### src/rtl/led_counter_sequencer.sv
// Run/pause/single-step sequencer for the prescaled LED counter.
// Debounces the run and step buttons and owns the prescaler and the up/down count.
module led_counter_sequencer #(
    parameter int unsigned WIDTH     = 4,
    parameter int unsigned TICK_DIV  = 25_000_000,
    parameter int unsigned DB_CYCLES = 500_000
) (
    input  logic             i_clk,
    input  logic             i_rst,
    input  logic             i_run_n,
    input  logic             i_step_n,
    input  logic             i_dir,
    input  logic [1:0]       i_speed,
    output logic [WIDTH-1:0] o_count,
    output logic             o_tick,
    output logic             o_wrap,
    output logic [1:0]       o_state
);

    localparam int unsigned PW = $clog2(TICK_DIV);
    localparam int unsigned CW = $clog2(DB_CYCLES + 1);

    typedef enum logic [1:0] {
        StIdle  = 2'b00,
        StRun   = 2'b01,
        StPause = 2'b10,
        StStep  = 2'b11
    } state_e;

    // Bit 0 is the run button, bit 1 the step button.
    logic [1:0]    btn_raw;
    logic [1:0]    sync1;
    logic [1:0]    sync2;
    logic [1:0]    db_level;
    logic [1:0]    press;
    logic [CW-1:0] db_cnt [2];

    assign btn_raw = {i_step_n, i_run_n};

    always_ff @(posedge i_clk) begin
        if (!i_rst) begin
            sync1     <= '1;
            sync2     <= '1;
            db_level  <= '1;
            press     <= '0;
            db_cnt[0] <= '0;
            db_cnt[1] <= '0;
        end else begin
            sync1 <= btn_raw;
            sync2 <= sync1;
            press <= '0;
            for (int b = 0; b < 2; b++) begin
                if (sync2[b] == db_level[b]) begin
                    db_cnt[b] <= '0;
                end else if (db_cnt[b] == CW'(DB_CYCLES - 1)) begin
                    db_cnt[b]   <= '0;
                    db_level[b] <= sync2[b];
                    // Only an accepted 1->0 change is a press.
                    press[b]    <= ~sync2[b];
                end else begin
                    db_cnt[b] <= db_cnt[b] + CW'(1);
                end
            end
        end
    end

    logic run_ev;
    logic step_ev;

    assign run_ev  = press[0];
    assign step_ev = press[1];

    state_e            state;
    logic [WIDTH-1:0]  count;
    logic              tick;
    logic              wrap;
    logic [PW-1:0]     pre;
    logic [31:0]       lim_m1;
    logic              pre_hit;
    logic [WIDTH-1:0]  count_adv;
    logic              wrap_adv;

    // A '>=' compare lets a speed change to a shorter period fire at once.
    assign lim_m1    = (32'(TICK_DIV) >> i_speed) - 32'd1;
    assign pre_hit   = 32'(pre) >= lim_m1;
    assign count_adv = i_dir ? count + WIDTH'(1) : count - WIDTH'(1);
    assign wrap_adv  = i_dir ? (count == '1) : (count == '0);

    always_ff @(posedge i_clk) begin
        if (!i_rst) begin
            state <= StIdle;
            count <= '0;
            tick  <= 1'b0;
            wrap  <= 1'b0;
            pre   <= '0;
        end else begin
            tick <= 1'b0;
            wrap <= 1'b0;
            unique case (state)
                StIdle, StPause: begin
                    pre <= '0;
                    if (run_ev) begin
                        state <= StRun;
                    end else if (step_ev) begin
                        state <= StStep;
                    end
                end
                StRun: begin
                    if (run_ev) begin
                        state <= StPause;
                        pre   <= '0;
                    end else if (pre_hit) begin
                        pre   <= '0;
                        count <= count_adv;
                        tick  <= 1'b1;
                        wrap  <= wrap_adv;
                    end else begin
                        pre <= pre + PW'(1);
                    end
                end
                StStep: begin
                    pre   <= '0;
                    count <= count_adv;
                    tick  <= 1'b1;
                    wrap  <= wrap_adv;
                    state <= StPause;
                end
                default: state <= StIdle;
            endcase
        end
    end

    assign o_count = count;
    assign o_tick  = tick;
    assign o_wrap  = wrap;
    assign o_state = state;

endmodule
### config.mk
export PLATFORM = sky130hd
export DESIGN_NAME = led_counter_sequencer
export DESIGN_NICKNAME = d
export VERILOG_FILES = /design/src/rtl/led_counter_sequencer.sv
export SDC_FILE = /design/constraint.sdc
export NUM_CORES = 1
export LEC_CHECK = 0
export ABC_AREA = 1
export CORE_AREA = 10 10 100 102
export DETAILED_ROUTE_END_ITERATION = 10
export DIE_AREA = 0 0 110 112
export HOLD_SLACK_MARGIN = 0.12
export PLACE_DENSITY = 0.76
export SLEW_MARGIN = 10
export SYNTH_ARGS = -nofsm -noshare
export SYNTH_HDL_FRONTEND = slang
export SYNTH_SLANG_ARGS = --single-unit
### constraint.sdc
create_clock -name i_clk -period 2.4 [get_ports i_clk]
set_input_delay 0.48 -clock i_clk [delete_from_list [all_inputs] [get_ports i_clk]]
set_output_delay 0.48 -clock i_clk [all_outputs]
set_load 0.02 [all_outputs]
==> results of run 1 <==
state kept, by name, summed over array words and instances (netlist names):
register  cells
o_wrap        1
sync2         2
sync1         2
press         2
pre          25
o_state       2
o_count       4
db_level      2
o_tick        1
db_cnt       38
logic make-up after synthesis:
group                      count (synthesis)
buffers and inverters                     80
other                                      2
DFF                                       79
xor gates and xnor gates                  32
AOI/OAI and AO/OA                         38
and+or+nand+nor                          318
adders and majority gates                 27
path summary, 6_finish.rpt:
check,start,endpoint,slack [ps]
min reg2reg,sync1[1],sync2[1],420
max,i_speed[1],pre[24],140
min,sync1[1],sync2[1],420
max reg2reg,pre[10],pre[24],420
routing by layer:
metal	track usage (%)	part of all wire (%)	vias up
li1	-	-	1991
met1	19.1	46	1702
met2	27.0	50	39
met3	3.98	3.2	14
met4	4.77	1.4	0
met5	0	0	-
layout by cell type (no fill, tap or decap), drive strengths merged:
| master | count |
|---|---|
| a21o | 1 |
| a21oi | 24 |
| a221oi | 1 |
| a31o | 1 |
| a31oi | 3 |
| and3 | 2 |
| buf | 19 |
| clkbuf | 12 |
| clkdlybuf4s15 | 1 |
| clkdlybuf4s50 | 12 |
| clkinv | 3 |
| conb | 40 |
| dfxtp | 41 |
| edfxtp | 38 |
| fa | 1 |
| ha | 26 |
| inv | 75 |
| nand2 | 124 |
| nand3 | 29 |
| nand3b | 2 |
| nand4 | 15 |
| nor2 | 103 |
| nor3 | 21 |
| nor3b | 4 |
| nor4 | 6 |
| nor4b | 1 |
| o21a | 1 |
| o21ai | 6 |
| o22ai | 1 |
| or2 | 10 |
| or3 | 1 |
| xnor2 | 9 |
| xor2 | 23 |
power groups by stage:
stage               Sequential, mW  Combinational, mW  Clock (mW)
finish                        1.47              0.144       0.929
global route                  1.47              0.165        1.01
CTS                           1.47              0.140       0.943
detailed placement            1.50              0.138           0
global placement              1.50              0.132           0
floorplan                     1.49             0.0932           0
per-stage QoR:
stage               setup TNS (ps)  std cells  utilization (%)
floorplan                        0        614                -
finish                           0        761             67.7
global placement            -10920        742             64.2
CTS                              0        761             67.4
detailed placement          -13050        742             64.2
global route                     0        761             67.7
repair_timing:
item | CTS | global route
endpoints found under the hold margin | 0 | 0
setup endpoints to repair | 31 | 30
pin swaps | 4 | 2
buffers inserted | 2 | 0
gates cloned | 2 | 0
gates resized for setup | 9 | 9
critical path: stages:
cell	delay (ps)
clkdlybuf4s15_1	190
inv_2	60
nor2_4	110
inv_1	50
ha_1	190
nand2_1	70
ha_1	230
or2_1	230
nand2_1	60
nand2_1	40
nand2_1	50
nand2_1	70
nand2_1	80
nand2_2	70
nor2_4	110
nand3_4	160
buf_12	200
a21oi_1	100
area by class of cell:
type | instances | area [um^2] | area share [%]
multi-input cells | 455 | 2570 | 47.2
well taps | 105 | 131 | 2.41
clock buffers | 11 | 153 | 2.80
clock inverters | 5 | 28.8 | 0.528
repair buffers | 33 | 330 | 6.06
inverters | 73 | 274 | 5.03
flip-flops and latches | 79 | 1960 | 36.0
==> impl_metrics.json, run 1 <==
{
  "synth_most_common_cell": "nand2_1",
  "fin_skew_ps": 8.44,
  "netSwitchingPower_uw": 605,
  "gp_congestion": 0.907,
  "htreeDepth": 3,
  "p_leak_nw": 2.29,
  "wl_per_cell_um": 12.2,
  "final_critical_path_setup_slack_ps": 142,
  "synth_cell_types": 47,
  "antenna_cells": 0,
  "die_w_um": 110,
  "startpoint_type": "input port",
  "seq_power_share_pct": 57.8,
  "fin_crit_ps": 2260,
  "yosys-top-cells-count": "nand2_1, nor2_1, inv_1",
  "holdCritPathClass": "reg2reg",
  "synth-seq-cells": 79,
  "syn_area_um2": 4670,
  "cp_max_fo": 7,
  "fin_crit_sh_pct": 94.1,
  "nets": 685,
  "drive_gt1_share_pct": 13.1,
  "yosysWarnings": 0,
  "yosys.area_share.simple_pct": 32.9,
  "dp_slack_ps": -466,
  "synth_mux_area_share_pct": 0,
  "viasPerCell": 4.92,
  "clk_pin_slew_ps": 80,
  "clkPwrFrac_pct": 36.6,
  "drt-initial-drc-count": 151,
  "grt_pass1_wl_um": 16300,
  "holdWs_ps": 417,
  "fmax_mhz": 443,
  "grt-ovfl-total": 0,
  "area_growth_pct": 16.8,
  "antenna_found_initial": 0,
  "synth_compound_area_share_pct": 4.69,
  "cts_sinks": 79,
  "synth-main-ff-cell": "dfxtp_1",
  "io_pins": 15,
  "fillers": 677,
  "core_area_um2": 8050,
  "seq_area_frac_synth_pct": 42.0,
  "cts_root_buffer": "clkbuf_8",
  "netlist_instances": 576,
  "start_util_pct": 57.9,
  "setup_viol": 0,
  "status": "finished, final reports clean",
  "async_flop_share_pct": 0,
  "antenna_left": 0,
  "hold_depth": 1,
  "syn_avg_cell_area_um2": 8.10,
  "drv_cap": 0,
  "track_usage_pct": 15.9,
  "comb_power_share_pct": 5.7,
  "via_count": 3746,
  "cts.path.max_buffers": 2,
  "r2r_cells": 13,
  "yosys-top-cells-area": "edfxtp_1, dfxtp_1, nand2_1",
  "crit_type": "in2reg",
  "synth_edf_count": 38,
  "finalPower_mw": 2.54,
  "drv_slew": 0,
  "synth-adder-area-share_pct": 7.40,
  "hold_viol": 0,
  "cts_buffers": 9,
  "clk_latency_ps": 350,
  "io_buffers": 14,
  "holdBufCountCts": 0,
  "die_h_um": 112,
  "synth_area_leader_cell": "edfxtp_1",
  "grt_max_degree": 20,
  "drcViolationCount": 0,
  "internal-power_mw": 1.94,
  "synth-xor-area-share_pct": 6.01,
  "drtPass1Iterations": 4,
  "synth_top_family_by_area": "simple AND/OR/NAND/NOR gates",
  "cts_tree": "done",
  "place_hpwl_um": 6980,
  "dieArea_um2": 12300,
  "switching_share_pct": 23.8,
  "grt_pass1_vias": 3748,
  "p_per_area_nw_per_um2": 466,
  "wirelength_um": 9270,
  "peakVddDrop_mv": 0.385,
  "yosysTopAreaCellShare_pct": 24.5,
  "cp-end-kind": "flop",
  "final_area_um2": 5450,
  "rsz0062_at_grt": "false",
  "dpl_cell_area_um2": 5170,
  "required_ps": 2680,
  "row_count": 33,
  "worstPathArrival_ps": 2540
}
(Power assumes the default switching activity.)
==> run 2: changes to the inputs <==
--- a/config.mk
+++ b/config.mk
@@ -15,3 +15,4 @@
 export SYNTH_ARGS = -nofsm -noshare
 export SYNTH_HDL_FRONTEND = slang
 export SYNTH_SLANG_ARGS = --single-unit
+export TNS_END_PERCENT = 20
==> results of run 2 <==
The final DEF is identical to that of run 1; final timing and power are the same.
